--- src/rtl/cpu_pkg.sv ---
// Shared pipeline package: memory port widths and arbiter state encoding.
package cpu_pkg;

    localparam int ADDR_W = 32;
    localparam int DATA_W = 32;

    typedef enum logic [1:0] {
        ARB_IDLE   = 2'd0,
        ARB_I_BUSY = 2'd1,
        ARB_D_BUSY = 2'd2
    } arb_state_t;

endpackage

--- src/rtl/arb_timeout_ctr.sv ---
// Loadable down-counter with an expire flag for bus-master watchdogs.
module arb_timeout_ctr #(
    parameter int W = 8
) (
    input  logic         clk,
    input  logic         reset,
    input  logic         load,
    input  logic [W-1:0] load_val,
    input  logic         en,
    output logic         expired
);

    logic [W-1:0] cnt;

    always_ff @(posedge clk or posedge reset) begin
        if (reset) begin
            cnt <= '0;
        end else if (load) begin
            cnt <= load_val;
        end else if (en && cnt != '0) begin
            cnt <= cnt - 1'b1;
        end
    end

    // A zero load never reaches one, so it disables expiry.
    assign expired = en && (cnt == W'(1));

endmodule

--- src/rtl/mem_port_arbiter.sv ---
// Shares one single-ported memory between fetch and load/store, with
// fetch anti-starvation, fetch squash and a sticky bus timeout.
module mem_port_arbiter #(
    parameter int ADDR_W     = cpu_pkg::ADDR_W,
    parameter int DATA_W     = cpu_pkg::DATA_W,
    parameter int TIMEOUT    = 255,
    parameter int STARVE_MAX = 4
) (
    input  logic                clk,
    input  logic                reset,
    input  logic                i_req,
    input  logic [ADDR_W-1:0]   i_addr,
    input  logic                i_cancel,
    output logic [DATA_W-1:0]   i_rdata,
    output logic                i_ready,
    input  logic                d_req,
    input  logic                d_we,
    input  logic [ADDR_W-1:0]   d_addr,
    input  logic [DATA_W-1:0]   d_wdata,
    input  logic [DATA_W/8-1:0] d_wstrb,
    output logic [DATA_W-1:0]   d_rdata,
    output logic                d_ready,
    output logic                mem_req,
    output logic                mem_we,
    output logic [ADDR_W-1:0]   mem_addr,
    output logic [DATA_W-1:0]   mem_wdata,
    output logic [DATA_W/8-1:0] mem_wstrb,
    input  logic [DATA_W-1:0]   mem_rdata,
    input  logic                mem_ack,
    output logic                stall_if,
    output logic                stall_mem,
    output logic                bus_err
);
    import cpu_pkg::*;

    localparam int CW = (TIMEOUT > 0) ? $clog2(TIMEOUT + 1) : 1;
    localparam int SW = (STARVE_MAX > 0) ? $clog2(STARVE_MAX + 1) : 1;

    arb_state_t    state;
    arb_state_t    state_n;
    logic [SW-1:0] starve_cnt;
    logic          starved;
    logic          cancel_q;
    logic          grant_i;
    logic          grant_d;
    logic          busy;
    logic          expired;
    logic          finish;

    assign busy      = (state != ARB_IDLE);
    assign finish    = busy && (mem_ack || expired);
    assign starved   = (starve_cnt >= SW'(STARVE_MAX));
    assign stall_if  = i_req & ~i_ready;
    assign stall_mem = d_req & ~d_ready;

    arb_timeout_ctr #(
        .W(CW)
    ) u_timeout (
        .clk     (clk),
        .reset   (reset),
        .load    (grant_i | grant_d),
        .load_val(CW'(TIMEOUT)),
        .en      (busy),
        .expired (expired)
    );

    always_comb begin
        state_n = state;
        grant_i = 1'b0;
        grant_d = 1'b0;
        unique case (state)
            ARB_IDLE: begin
                // The ready cycle still sees the old req; never regrant it.
                if (!i_ready && !d_ready) begin
                    if (d_req && !starved)
                        grant_d = 1'b1;
                    else if (i_req && !i_cancel)
                        grant_i = 1'b1;
                    else if (d_req)
                        grant_d = 1'b1;
                end
                if (grant_d)
                    state_n = ARB_D_BUSY;
                else if (grant_i)
                    state_n = ARB_I_BUSY;
            end
            ARB_I_BUSY, ARB_D_BUSY: begin
                if (mem_ack || expired)
                    state_n = ARB_IDLE;
            end
            default: state_n = ARB_IDLE;
        endcase
    end

    always_ff @(posedge clk or posedge reset) begin
        if (reset)
            state <= ARB_IDLE;
        else
            state <= state_n;
    end

    always_ff @(posedge clk or posedge reset) begin
        if (reset) begin
            mem_req   <= 1'b0;
            mem_we    <= 1'b0;
            mem_addr  <= '0;
            mem_wdata <= '0;
            mem_wstrb <= '0;
        end else if (grant_i) begin
            mem_req   <= 1'b1;
            mem_we    <= 1'b0;
            mem_addr  <= i_addr;
            mem_wdata <= '0;
            mem_wstrb <= '0;
        end else if (grant_d) begin
            mem_req   <= 1'b1;
            mem_we    <= d_we;
            mem_addr  <= d_addr;
            mem_wdata <= d_wdata;
            mem_wstrb <= d_we ? d_wstrb : '0;
        end else if (finish) begin
            mem_req   <= 1'b0;
        end
    end

    always_ff @(posedge clk or posedge reset) begin
        if (reset) begin
            i_rdata  <= '0;
            d_rdata  <= '0;
            i_ready  <= 1'b0;
            d_ready  <= 1'b0;
            bus_err  <= 1'b0;
            cancel_q <= 1'b0;
        end else begin
            i_ready <= 1'b0;
            d_ready <= 1'b0;
            if (finish) begin
                cancel_q <= 1'b0;
                if (!mem_ack)
                    bus_err <= 1'b1;
                if (state == ARB_I_BUSY) begin
                    i_rdata <= mem_ack ? mem_rdata : '0;
                    i_ready <= ~(cancel_q | i_cancel);
                end else begin
                    d_rdata <= mem_ack ? mem_rdata : '0;
                    d_ready <= 1'b1;
                end
            end else if (state == ARB_I_BUSY && i_cancel) begin
                cancel_q <= 1'b1;
            end
        end
    end

    always_ff @(posedge clk or posedge reset) begin
        if (reset)
            starve_cnt <= '0;
        else if (grant_i)
            starve_cnt <= '0;
        else if (grant_d && i_req && !starved)
            starve_cnt <= starve_cnt + 1'b1;
    end

endmodule

--- config.mk ---
export PLATFORM = sky130hd
export DESIGN_NAME = mem_port_arbiter
export DESIGN_NICKNAME = d
export VERILOG_FILES = /design/src/rtl/cpu_pkg.sv /design/src/rtl/arb_timeout_ctr.sv /design/src/rtl/mem_port_arbiter.sv
export SDC_FILE = /design/constraint.sdc
export NUM_CORES = 1
export LEC_CHECK = 0
export ABC_AREA = 1
export BUFFER_PORTS_ARGS = -buffer_cell sky130_fd_sc_hd__buf_2
export CELL_PAD_IN_SITES_DETAIL_PLACEMENT = 2
export CELL_PAD_IN_SITES_GLOBAL_PLACEMENT = 2
export CORE_MARGIN = 3
export CORE_UTILIZATION = 27
export CTS_BUF_LIST = sky130_fd_sc_hd__clkbuf_16
export DETAILED_ROUTE_END_ITERATION = 10
export PLACE_DENSITY = 0.8
export SYNTH_ARGS = -nofsm -noshare
export SYNTH_HDL_FRONTEND = slang
export SYNTH_SLANG_ARGS = --single-unit
--- constraint.sdc ---
create_clock -name clk -period 6.2 [get_ports clk]
set_clock_uncertainty 0.2 [all_clocks]
set_input_delay 0.62 -clock clk [delete_from_list [all_inputs] [get_ports clk]]
set_output_delay 0.62 -clock clk [all_outputs]
set_load 0.05 [all_outputs]
# Word-level counts from Yosys, hierarchy flattened
# Cells that the tools add are included.
[word_totals]
ff_bits = 151
latch_bits = 0
ram_bits = 0
mem_bits_ro = 0
inputBits = 139
out_inout_bits = 139
n_memories = 0
[op_classes]
add_sub_neg = 2
n_mul = 0
n_div = 0
n_lt_le_gt_ge = 1
n_eq_ne = 5
shift = 0
n_mux = 38
bitwise_logic = 9
reduce_logical = 27
[ops]
columns = ["operator", "n"]
rows = [
  ["32-bit two-way mux", 5],
  ["1-bit two-way mux", 22],
  ["8-bit two-way mux", 2],
  ["4-bit two-way mux", 3],
  ["2-bit nonzero test", 5],
  ["1-bit logical AND", 9],
  ["8-bit by 1-bit equality test with 1-bit output (second input constant)", 1],
  ["2-bit AND reduction", 4],
  ["8-bit nonzero test", 1],
  ["8-bit by 1-bit subtractor with 8-bit output (second input constant)", 1],
  ["2-bit two-way mux", 3],
  ["3-bit two-way mux", 2],
  ["1-bit NOT", 5],
  ["1-bit zero test", 4],
  ["2-bit one-hot mux with 2 select lines", 1],
  ["3-bit by 1-bit adder with 3-bit output (second input constant)", 1],
  ["3-bit greater-or-equal comparator (second input constant)", 1],
  ["3-bit != test (second input constant)", 1],
  ["3-bit nonzero test", 1],
  ["1-bit AND", 2],
  ["2-bit by 1-bit equality test with 1-bit output (second input constant)", 1],
  ["2-bit equality test (second input constant)", 1],
  ["2-bit zero test", 1],
  ["2-bit != test (second input constant)", 1],
  ["other kinds (3)", 4],
]

# Logic depth before layout (Yosys ltp)
[logic_depth]
depth_word = 11
mapped_depth = 10

# By module
# A second synthesis with hierarchy kept.
[unflattened]
cells_unflattened = 773
hier_area_um2 = 6646.4
[by_module_without_submodules]
columns = ["module", "instances", "cells_per_inst", "area_each_um2", "seq_area_each_um2"]
rows = [
  ["mem_port_arbiter", 1, 686, 6034.5, 3578.4],
  ["arb_timeout_ctr", 1, 87, 611.8, 200.2],
]

# Worst setup path before layout
# No wires, ideal clock.
[synth_path]
kind = "register -> output"
start = "register i_ready"
end = "output port stall_if"
arrival_time_ns = 1.303
slack_ns = 4.077
path_stages_with_launch = 2
path_buffers = 0
cell_sequence = "dfrtp_1 > nor2_1"
[synth_between]
elab_chain_cells = 2
[synth_lines]
columns = ["element", "line", "source"]
rows = [
  ["from (decl)", "mem_port_arbiter.sv:15", "output logic i_ready,"],
  ["from (signal assigned)", "mem_port_arbiter.sv:143", "i_ready <= ~(cancel_q | i_cancel);"],
  ["1-bit NOT", "mem_port_arbiter.sv:53", "assign stall_if = i_req & ~i_ready;"],
  ["1-bit AND", "mem_port_arbiter.sv:53", ""],
  ["to (decl)", "mem_port_arbiter.sv:30", "output logic stall_if,"],
]
# Every way passes these cells.

# Worst setup path in the final report
[layout_path]
start = "register state[0]"
end = "register mem_wdata[19]"
[layout_between]
elab_chain_cells = 3
[layout_lines]
columns = ["element", "line", "source"]
rows = [
  ["from (decl)", "mem_port_arbiter.sv:39", "arb_state_t state;"],
  ["from (signal assigned)", "mem_port_arbiter.sv:99", "state <= state_n;"],
  ["2-bit zero test *", "mem_port_arbiter.sv:71", "unique case (state)"],
  ["1-bit two-way mux", "mem_port_arbiter.sv:71", ""],
  ["32-bit two-way mux or 2-bit nonzero test (tied branches)", "--", ""],
  ["to (signal assigned)", "mem_port_arbiter.sv:119", "mem_wdata <= d_wdata;"],
  ["to (decl)", "mem_port_arbiter.sv:26", "output logic [DATA_W-1:0] mem_wdata,"],
]
# Every way passes the cells marked *; elsewhere a longest branch is shown, timed or not.
# A chain may end at the register's enable or synchronous reset.

==> key figures <==
Detailed routing
  • WL per Instance: 18.08 um
  • Drt pass-1 iters: 4
  • Via Count: 6353
  • Vias/cell: 4.661
  • Post-route ant nets: 0
  • 1st-iter DRT viols: 283
  • DRC viols: 0
  • Routed wire length: 24650 um

Floorplan
  • Initial Utilization: 0.2760
  • Num rows: 57
  • Chip height: 163.9 um
  • Die width: 163.9 um
  • Core area: 24390 sq um
  • # IOs: 278
  • Die area: 26860 sq um

CTS
  • Clock latency at the later pin of the worst-skew pair: 0.42 ns
  • Clock root buffer master: clkbuf_16
  • Cts repair resizes: 0
  • Clock Path Buffers: 2
  • CTS tree: yes
  • CTS buffer count: 17
  • Clock-pin transition on the worst setup and hold timing paths: 0.08 ns
  • Post-cts hold buffer count: 0
  • Clk sinks: 151
  • Post-CTS setup buffer count: 0
  • CTS H-tree lvls: 4

Synthesis
  • Post-synthesis sequential area ratio: 0.5613
  • Synth top area share: 0.5613
  • Mean area per synthesized cell: 8.720 sq um
  • Ys Warns: 0
  • Synth unique cells: 26
  • Yosys top cell by area: dfrtp_1
  • Largest cells by area after synthesis: dfrtp_1 56%, nand2_1 17%, nand4_1 6.3%, o21ai_0 2.7%, nor2_1 2.7%
  • Syn_nets: 918
  • Synthesized instance count: 772
  • #FFs+latches synth: 151
  • Post-Syn Area: 6731 sq um

Critical path
  • WS Path Type: flip-flop to flip-flop
  • Cell repeated most along the worst path: nand2_1
  • Critical Path AT: 3.94 ns
  • Worst Path Max Fanout: 41
  • Startpoint Class: flip-flop
  • Slowest CP cell: nand2_2
  • CP Cell Sequence: inv_1 -> ha_1 -> nand4_2 -> nand2_2 -> inv_2 -> nand2_1 -> nand2_1
  • Slowest stage delay, CP: 1.05 ns
  • Crit. End Element: flip-flop
  • Worst path required time: 6.30 ns

Timing
  • Slew HR: 0.3072
  • Total negative slack: 0 ns
  • Final hold vios: 0
  • Final setup fails: 0
  • Period minus WS final: 3.838 ns
  • Worst slew pin tran: 1.037 ns
  • Max-slew violations: 0
  • Worst setup margin: 2.362 ns
  • Fmax: 260.6 MHz
  • Final period util: 0.6190
  • Fin Hold WS: 0.1141 ns
  • Setup repair after global routing missed its margin: no

Global routing
  • First-pass GRT wire length: 38320 um
  • Pin count of the biggest net entering global routing: 86
  • Initial antenna violation count: 3
  • Vias in the first global route: 6982
  • Gr usage total: 0.1824
  • GR Overflow Total: 0

Final layout
  • Fillers: 2862
  • Sequential cell area: 3779 sq um
  • Layout net count: 1170
  • Area Overhead vs Synth: 32.03%
  • Area of the multi-input gates: 2516 sq um
  • Layout cell share with drive strength beyond 1: 0.3385

Min path
  • HP Class: primary input to async pin

Placed design
  • Port Buffer Count: 277
  • DP HPWL: 17200 um
  • Placement Setup Slack: 2.188 ns
  • GPL Wtd Cong: 0.7802

Power
  • Pleak: 4.785 nW
  • Worst vdd ir: 0.0002451 V
  • Tot Pwr: 0.005967 W
  • PD cells: 671.4 nW/um^2

Run
  • Max_cap viols: 0

Run status
  • Outcome: completed
-- cells in the mapped netlist --
master and n:
a21oi_1 22, buf_2 15, nor3_1 1, nand3_4 2, buf_1 2, xor2_1 1
clkinv_4 1, buf_8 1, nor2_1 48, nand2_1 310, inv_2 7, nor2_2 2
clkbuf_1 17, nand3_1 18, nand2_2 3, buf_6 12, dfrtp_1 151, ha_1 7
a21oi_2 17, inv_1 24, nand4_2 1, nand4_1 68, buf_4 2, nand3_2 3
o21bai_1 1, o21ai_0 36
-- metal layers --
metal  GRT usage  wire length [um]  vias up
met5           0                13        -
met2      0.3334             13240      122
li1            -                 -     3015
met4     0.04921               393        2
met1      0.2197             10140     3189
met3     0.03329               865       25
-- registers in the layout (all words and copies together), names as in the netlist, 2 cells and up --
signal and flops:
d_rdata 32, i_rdata 32, mem_addr 32, mem_wdata 32
u_timeout.cnt 8, mem_wstrb 4, starve_cnt 3, state 2
-- area by class of cell --
| class | count | area share |
|---|---|---|
| antenna | 2 | 0.0005631 |
| clock buffer | 17 | 0.04787 |
| clock inverter | 15 | 0.02281 |
| inverter | 32 | 0.01464 |
| multi-input combinational | 540 | 0.2831 |
| sequential | 151 | 0.4252 |
| tap | 324 | 0.04561 |
| timing repair buffer | 282 | 0.1602 |
-- report_power, final --
part / internal (W) / switching [W] / total [W]
Clock: 0.000621 / 0.000488 / 0.00111
Combinational: 0.000649 / 0.00251 / 0.00316
Sequential: 0.00144 / 0.000258 / 0.00170
-- final timing paths --
| kind | from | to | slack, ns | depth (start not counted) |
|---|---|---|---|---|
| worst max-delay path | state[0] | mem_wdata[19] | 2.36 | 7 |
| worst min-delay path | reset | i_rdata[12] | 0.11 | 2 |
| worst max register to register | state[0] | mem_wdata[19] | 2.36 | 7 |
| worst min register to register | mem_wstrb[1] | mem_wstrb[1] | 0.27 | 2 |
| max in group asynchronous | reset | mem_wstrb[3] | 4.23 | 3 |
| min in group clk | d_wdata[9] | mem_wdata[9] | 0.19 | 3 |
-- worst max-delay path: cells and delay by family (launching register included) --
kind / cells / cell delay [ns]
buffers and inverters: 2 / 0.61
flip-flops: 1 / 0.40
adder cells (fa/ha/maj): 1 / 0.31
AND/OR/NAND/NOR: 4 / 2.16
-- cell usage in the layout (no fill, tap or decap), drive strengths merged --
master    instances
xor2              1
clkinvlp          1
nor2             50
clkbuf           17
ha                7
buf             282
clkinv            4
inv              40
nand2           313
dfrtp           151
bufinv            2
a21oi            39
diode             2
o21bai            1
nand3            23
nor3              1
nand4            69
o21ai            36
-- logic make-up (layout without fill, tap and decap cells) --
| logic type | after synthesis | count (layout) | synth area share |
|---|---|---|---|
| AO/OA/AOI/OAI | 76 | 76 | 0.06636 |
| XOR/XNOR | 1 | 1 | 0.001301 |
| adder cells (fa/ha/maj) | 7 | 7 | 0.01301 |
| buffers and inverters | 81 | 346 | 0.06487 |
| flip-flops | 151 | 151 | 0.5613 |
| other | 0 | 2 | 0 |
| AND/OR/NAND/NOR | 456 | 456 | 0.2931 |
-- metrics by stage --
stage / std cells / utilization / instance area (sq um)
6_report: 1363 / 0.3644 / 8887
5_1_grt: 1363 / 0.3644 / 8887
4_1_cts: 1361 / 0.3642 / 8882
3_5_place_dp: 1329 / 0.3384 / 8254
3_3_place_gp: 1329 / 0.3384 / 8254
2_1_floorplan: 772 / - / 6731
Power figures use the tool's default switching activity.
